<file path="config.mk">
export PLATFORM = sky130hd
export DESIGN_NAME = multicycle_control
export DESIGN_NICKNAME = d
export VERILOG_FILES = /design/src/rtl/multicycle_control.sv
export SDC_FILE = /design/constraint.sdc
export NUM_CORES = 1
export LEC_CHECK = 0
export CORE_MARGIN = 2
export CORE_UTILIZATION = 48
export CTS_CLUSTER_DIAMETER = 100
export CTS_CLUSTER_SIZE = 12
export DETAILED_ROUTE_END_ITERATION = 8
export PLACE_DENSITY = 0.86
export SYNTH_ARGS = -nofsm -noshare
export SYNTH_HDL_FRONTEND = slang
export SYNTH_SLANG_ARGS = --single-unit
export TNS_END_PERCENT = 20
</file>
<file path="constraint.sdc">
create_clock -name Clock -period 2.6 [get_ports Clock]
set_input_delay 0.52 -clock Clock [delete_from_list [all_inputs] [get_ports Clock]]
set_output_delay 0.52 -clock Clock [all_outputs]
set_load 0.01 [all_outputs]
</file>
<file path="src/rtl/multicycle_control.sv">
// Multicycle CPU control unit: Moore FSM that sequences one instruction at a
// time through fetch, decode, execute, memory and write-back, drives every
// datapath strobe, counts retired instructions and halts on bad encodings.
module multicycle_control #(
    parameter int unsigned COUNT_W = 32
) (
    input  logic               Clock,
    input  logic               Reset,
    input  logic [5:0]         Opcode,
    input  logic [5:0]         Funct,
    output logic               PC_write,
    output logic               Branch,
    output logic               PC_src,
    output logic               Reg_write,
    output logic               Mem_to_reg,
    output logic               Reg_dst,
    output logic               IorD,
    output logic               Mem_write,
    output logic               IR_write,
    output logic               ALU_src_a,
    output logic [1:0]         ALU_src_b,
    output logic [2:0]         ALU_control,
    output logic               Illegal,
    output logic [COUNT_W-1:0] Instr_count
);

    typedef enum logic [3:0] {
        IDLE, FETCH, DECODE, MEM_ADDR, MEM_READ, MEM_WB, MEM_WRITE,
        R_EXEC, R_WB, BRANCH, ADDI_EXEC, ADDI_WB, ORI_EXEC, ORI_WB, ILLEGAL
    } state_t;

    localparam logic [5:0] OP_R    = 6'b000000;
    localparam logic [5:0] OP_LW   = 6'b100011;
    localparam logic [5:0] OP_SW   = 6'b101011;
    localparam logic [5:0] OP_BEQ  = 6'b000100;
    localparam logic [5:0] OP_ADDI = 6'b001000;
    localparam logic [5:0] OP_ORI  = 6'b001101;

    localparam logic [2:0] ALU_AND = 3'b000;
    localparam logic [2:0] ALU_OR  = 3'b001;
    localparam logic [2:0] ALU_ADD = 3'b010;
    localparam logic [2:0] ALU_SUB = 3'b110;
    localparam logic [2:0] ALU_SLT = 3'b111;

    state_t             state_q, state_d;
    logic               store_q, store_d;   // load/store choice captured in DECODE
    logic [COUNT_W-1:0] count_q, count_d;

    // State, store flag and retired counter registers.
    always_ff @(posedge Clock or negedge Reset) begin
        if (!Reset) begin
            state_q <= IDLE;
            store_q <= 1'b0;
            count_q <= '0;
        end else begin
            state_q <= state_d;
            store_q <= store_d;
            count_q <= count_d;
        end
    end

    assign Instr_count = count_q;

    // Next-state, per-state strobe decode and retirement increment.
    always_comb begin
        state_d     = state_q;
        store_d     = store_q;
        count_d     = count_q;
        PC_write    = 1'b0;
        Branch      = 1'b0;
        PC_src      = 1'b0;
        Reg_write   = 1'b0;
        Mem_to_reg  = 1'b0;
        Reg_dst     = 1'b0;
        IorD        = 1'b0;
        Mem_write   = 1'b0;
        IR_write    = 1'b0;
        ALU_src_a   = 1'b0;
        ALU_src_b   = 2'd0;
        ALU_control = ALU_ADD;
        Illegal     = 1'b0;

        unique case (state_q)
            IDLE: begin
                ALU_control = 3'b000;
                state_d     = FETCH;
            end
            FETCH: begin
                IR_write  = 1'b1;
                PC_write  = 1'b1;
                ALU_src_a = 1'b1;
                ALU_src_b = 2'd1;
                state_d   = DECODE;
            end
            DECODE: begin
                ALU_src_a = 1'b1;
                ALU_src_b = 2'd2;
                store_d   = (Opcode == OP_SW);
                case (Opcode)
                    OP_LW, OP_SW: state_d = MEM_ADDR;
                    OP_R:         state_d = R_EXEC;
                    OP_BEQ:       state_d = BRANCH;
                    OP_ADDI:      state_d = ADDI_EXEC;
                    OP_ORI:       state_d = ORI_EXEC;
                    default:      state_d = ILLEGAL;
                endcase
            end
            MEM_ADDR: begin
                ALU_src_b = 2'd2;
                state_d   = store_q ? MEM_WRITE : MEM_READ;
            end
            MEM_READ: begin
                IorD    = 1'b1;
                state_d = MEM_WB;
            end
            MEM_WB: begin
                Reg_write  = 1'b1;
                Mem_to_reg = 1'b1;
                state_d    = FETCH;
                count_d    = count_q + COUNT_W'(1);
            end
            MEM_WRITE: begin
                IorD      = 1'b1;
                Mem_write = 1'b1;
                state_d   = FETCH;
                count_d   = count_q + COUNT_W'(1);
            end
            R_EXEC: begin
                state_d = R_WB;
                case (Funct)
                    6'b100000: ALU_control = ALU_ADD;
                    6'b100010: ALU_control = ALU_SUB;
                    6'b100100: ALU_control = ALU_AND;
                    6'b100101: ALU_control = ALU_OR;
                    6'b101010: ALU_control = ALU_SLT;
                    default:   state_d     = ILLEGAL;
                endcase
            end
            R_WB: begin
                Reg_write = 1'b1;
                Reg_dst   = 1'b1;
                state_d   = FETCH;
                count_d   = count_q + COUNT_W'(1);
            end
            BRANCH: begin
                ALU_control = ALU_SUB;
                Branch      = 1'b1;
                PC_src      = 1'b1;
                state_d     = FETCH;
                count_d     = count_q + COUNT_W'(1);
            end
            ADDI_EXEC: begin
                ALU_src_b = 2'd2;
                state_d   = ADDI_WB;
            end
            ORI_EXEC: begin
                ALU_src_b   = 2'd3;
                ALU_control = ALU_OR;
                state_d     = ORI_WB;
            end
            ADDI_WB, ORI_WB: begin
                Reg_write = 1'b1;
                state_d   = FETCH;
                count_d   = count_q + COUNT_W'(1);
            end
            ILLEGAL: begin
                Illegal = 1'b1;
                state_d = ILLEGAL;
            end
            default: state_d = IDLE;
        endcase
    end

endmodule

</file>
==> key figures <==
Setup path
  • Crit path DAT: 1.99 ns
  • Worst r2r path cells: 4
  • Startpoint types: input pin
  • Reg2reg start: Instr_count[7]
  • Worst reg-to-reg setup slack: 0.44 ns
  • R2r endpoint: Instr_count[25]
  • Peak fanout along the critical path: 2
  • CP endpoint kind: output pin
  • Critical Path RT: 2.08 ns
  • CP Class: input pin to output pin

STA
  • Final count of pins violating max slew: 0
  • Clock Skew: 0.0115 ns
  • Slew HR: 46.3%
  • RSZ-0062 raised after global routing: yes
  • Final setup fails: 0
  • Worst Max-Slew Pin Slew: 0.806 ns
  • Final hold violations: 0
  • Period utilisation layout: 96.5%
  • Post-layout minimum cycle time: 2.51 ns
  • Max Freq: 399 MHz

Pwr
  • Leakage: 1.30 nW
  • Sw Ratio: 38.6%
  • Psw: 0.000918 W
  • Sequential share of power: 33.9%
  • Pint: 0.00146 W
  • Clk pwr share: 21.6%
  • Gate power share: 44.5%
  • Pwr dens: 779 nW/µm²
  • Worst vdd ir: 0.000765 V

Synthesis
  • Synthesized area: 2240 µm²
  • Syn_nets: 256
  • Count of cell types in the netlist: 44
  • Yosys warnings: 0
  • Seq/Total Area, Yosys: 41.3%
  • Mean Syn Cell Area: 9.30 µm²
  • Flops & latches, synth: 37
  • Synth top area cells: dfrtp_1, xor2_1, xnor2_1
  • Mapped Cells: 241
  • Yosys top cell area share: 41.3%
  • Yosys top cell by area: dfrtp_1

GRT
  • Gr usage total: 21.4%
  • Largest net degree at the start of global routing: 38
  • First-pass GRT wire length: 8780 µm
  • Vias in the first global route: 1882
  • Overflow after GRT: 0
  • Antenna violations before repair: 0

Route
  • Wire per inst: 15.1 µm
  • Total Routed Length: 5370 µm
  • Drt pass-1 iters: 4
  • Starting DRT DRC Count: 181
  • Via-to-Cell Ratio: 5.82
  • Final ANT Viol Nets: 0
  • Drt drc: 0
  • Vias: 2076

Place
  • Dpl cells: 349
  • Port-buffer cells: 61
  • HPWL after DPL: 3930 µm
  • Routability cong.: 0.865

CTS
  • Clock Path Buffers: 2
  • Clock buffer count from CTS: 5
  • Post-CTS setup buffer count: 0
  • Clock latency on the worst-skew pair: 0.29 ns
  • Clock-pin slew on the worst setup and hold paths: 0.08 ns
  • Hold buffers post-CTS: 0
  • Htree depth: 2
  • CTS tree: built
  • CTS root buf: clkbuf_8
  • Sink Count: 37

Cells and area
  • Commonest non-fill, non-tap cells in the layout: clkdlybuf4s50_1, dfrtp_1, nand2_1
  • Fin cells: 357
  • Synthesis-to-layout area growth: 36.3%
  • ANT cells: 0
  • Final-stage net count: 319
  • Most common library cell in the layout ignoring fill and taps: clkdlybuf4s50_1
  • Layout cell share with drive strength beyond 1: 12.1%
  • Final core utilization: 69.2%

Die
  • Core Area: 4410 µm²
  • Rows: 24
  • DIE HEIGHT: 72.3 µm
  • Die area: 5230 µm²
  • Die X: 72.3 µm
  • Starting density of the core: 50.8%
  • # IOs: 62

Hold path
  • HP Class: input pin to async pin

Flow run
  • Max Cap Viol: 0

Status
  • Run status: finished, final reports clean
## routing by layer
layer	GRT usage [%]	vias up	part of all wire (%)
li1	-	995	-
met1	26.6	990	42
met2	36.3	86	49
met3	5.83	5	7.5
met4	6.50	0	1.0
met5	0	-	0
## sequential cells by signal (all words and copies together) (netlist names)
signal / flops
Instr_count: 32
state_q: 4
store_q: 1
## metrics by stage
step | setup slack (ns) | hold slack (ns) | cell area (µm²) | total power [W] | TNS, ns
after floorplan | 0.665 | 0.224 | 2240 | 0.00141 | 0
after global placement | -0.342 | 0.458 | 2920 | 0.00185 | -0.511
after detailed placement | -0.385 | 0.458 | 2920 | 0.00187 | -0.702
after CTS | 0.0115 | 0.342 | 3050 | 0.00238 | 0
after global routing | -0.000186 | 0.391 | 3060 | 0.00253 | -0.000186
final | 0.0910 | 0.319 | 3060 | 0.00238 | 0
## cells by family (layout without fill, tap and decap cells)
kind of cell	after synthesis	count (layout)	synth area share (%)
buffers and inverters	22	86	4.52
muxes	1	1	0.446
xor gates and xnor gates	33	33	12.9
AOI/OAI and AO/OA	32	32	9.49
DFF	37	37	41.3
adders and majority gates	1	1	0.558
and+or+nand+nor	115	115	30.8
## cell type report
| type | count | area, µm² |
|---|---|---|
| tap | 52 | 65.1 |
| multi-input combinational | 182 | 1230 |
| clock buffer | 7 | 86.3 |
| sequential | 37 | 926 |
| timing repair buffer | 74 | 703 |
| clock inverter | 1 | 30.0 |
| inverter | 4 | 15.0 |
| fill | 350 | 1360 |
## worst max path at each step
stage | cells after the start | slack, ns | start | endpoint
4_1_cts | 6 | 0.01 | Funct[2] | ALU_control[0]
3_5_place_dp | 6 | -0.38 | Funct[2] | ALU_control[0]
2_1_floorplan | 4 | 0.66 | Funct[0] | ALU_control[0]
6_report | 6 | 0.09 | Funct[0] | ALU_control[0]
5_1_grt | 6 | -0.0002 | Funct[0] | ALU_control[0]
3_3_place_gp | 6 | -0.34 | Funct[1] | ALU_control[0]
## synth_stat cells (all sizes together)
cell type,n
dfrtp,37
and3,4
mux2i,1
nand2b,3
a211o,1
nor4b,1
o21bai,1
nand2,19
a211oi,2
or2,1
a22oi,1
nor3,6
inv,4
nor2b,4
nand3,17
nor2,15
and4,4
nor3b,2
nand4,15
and4bb,1
xnor2,16
a31oi,5
nor4,15
buf,8
a21oi,8
ha,1
or4,1
and2,5
xor2,17
o21ai,6
o22ai,3
and3b,1
o31ai,1
o41ai,2
a2bb2oi,1
a21o,1
clkbuf,10
or3,1
## critical path: stages
cell,delay (ns)
clkdlybuf4s50_1,0.44
nor3b_2,0.21
a22oi_1,0.11
or3_1,0.35
a21oi_1,0.13
clkdlybuf4s15_2,0.24
## power groups by stage
stage                     Clock, W  Sequential (W)  Combinational (W)
after CTS                 0.000520        0.000802            0.00106
final                     0.000514        0.000807            0.00106
after global routing      0.000540        0.000828            0.00116
after detailed placement         0        0.000812            0.00105
after floorplan                  0        0.000741           0.000669
after global placement           0        0.000805            0.00104
## repair_timing
action,in CTS,in global routing
endpoints found under the hold margin,0,0
setup endpoints to repair,3,3
pin swaps,1,0
resized for setup,9,2
Power figures use the tool's default switching activity.
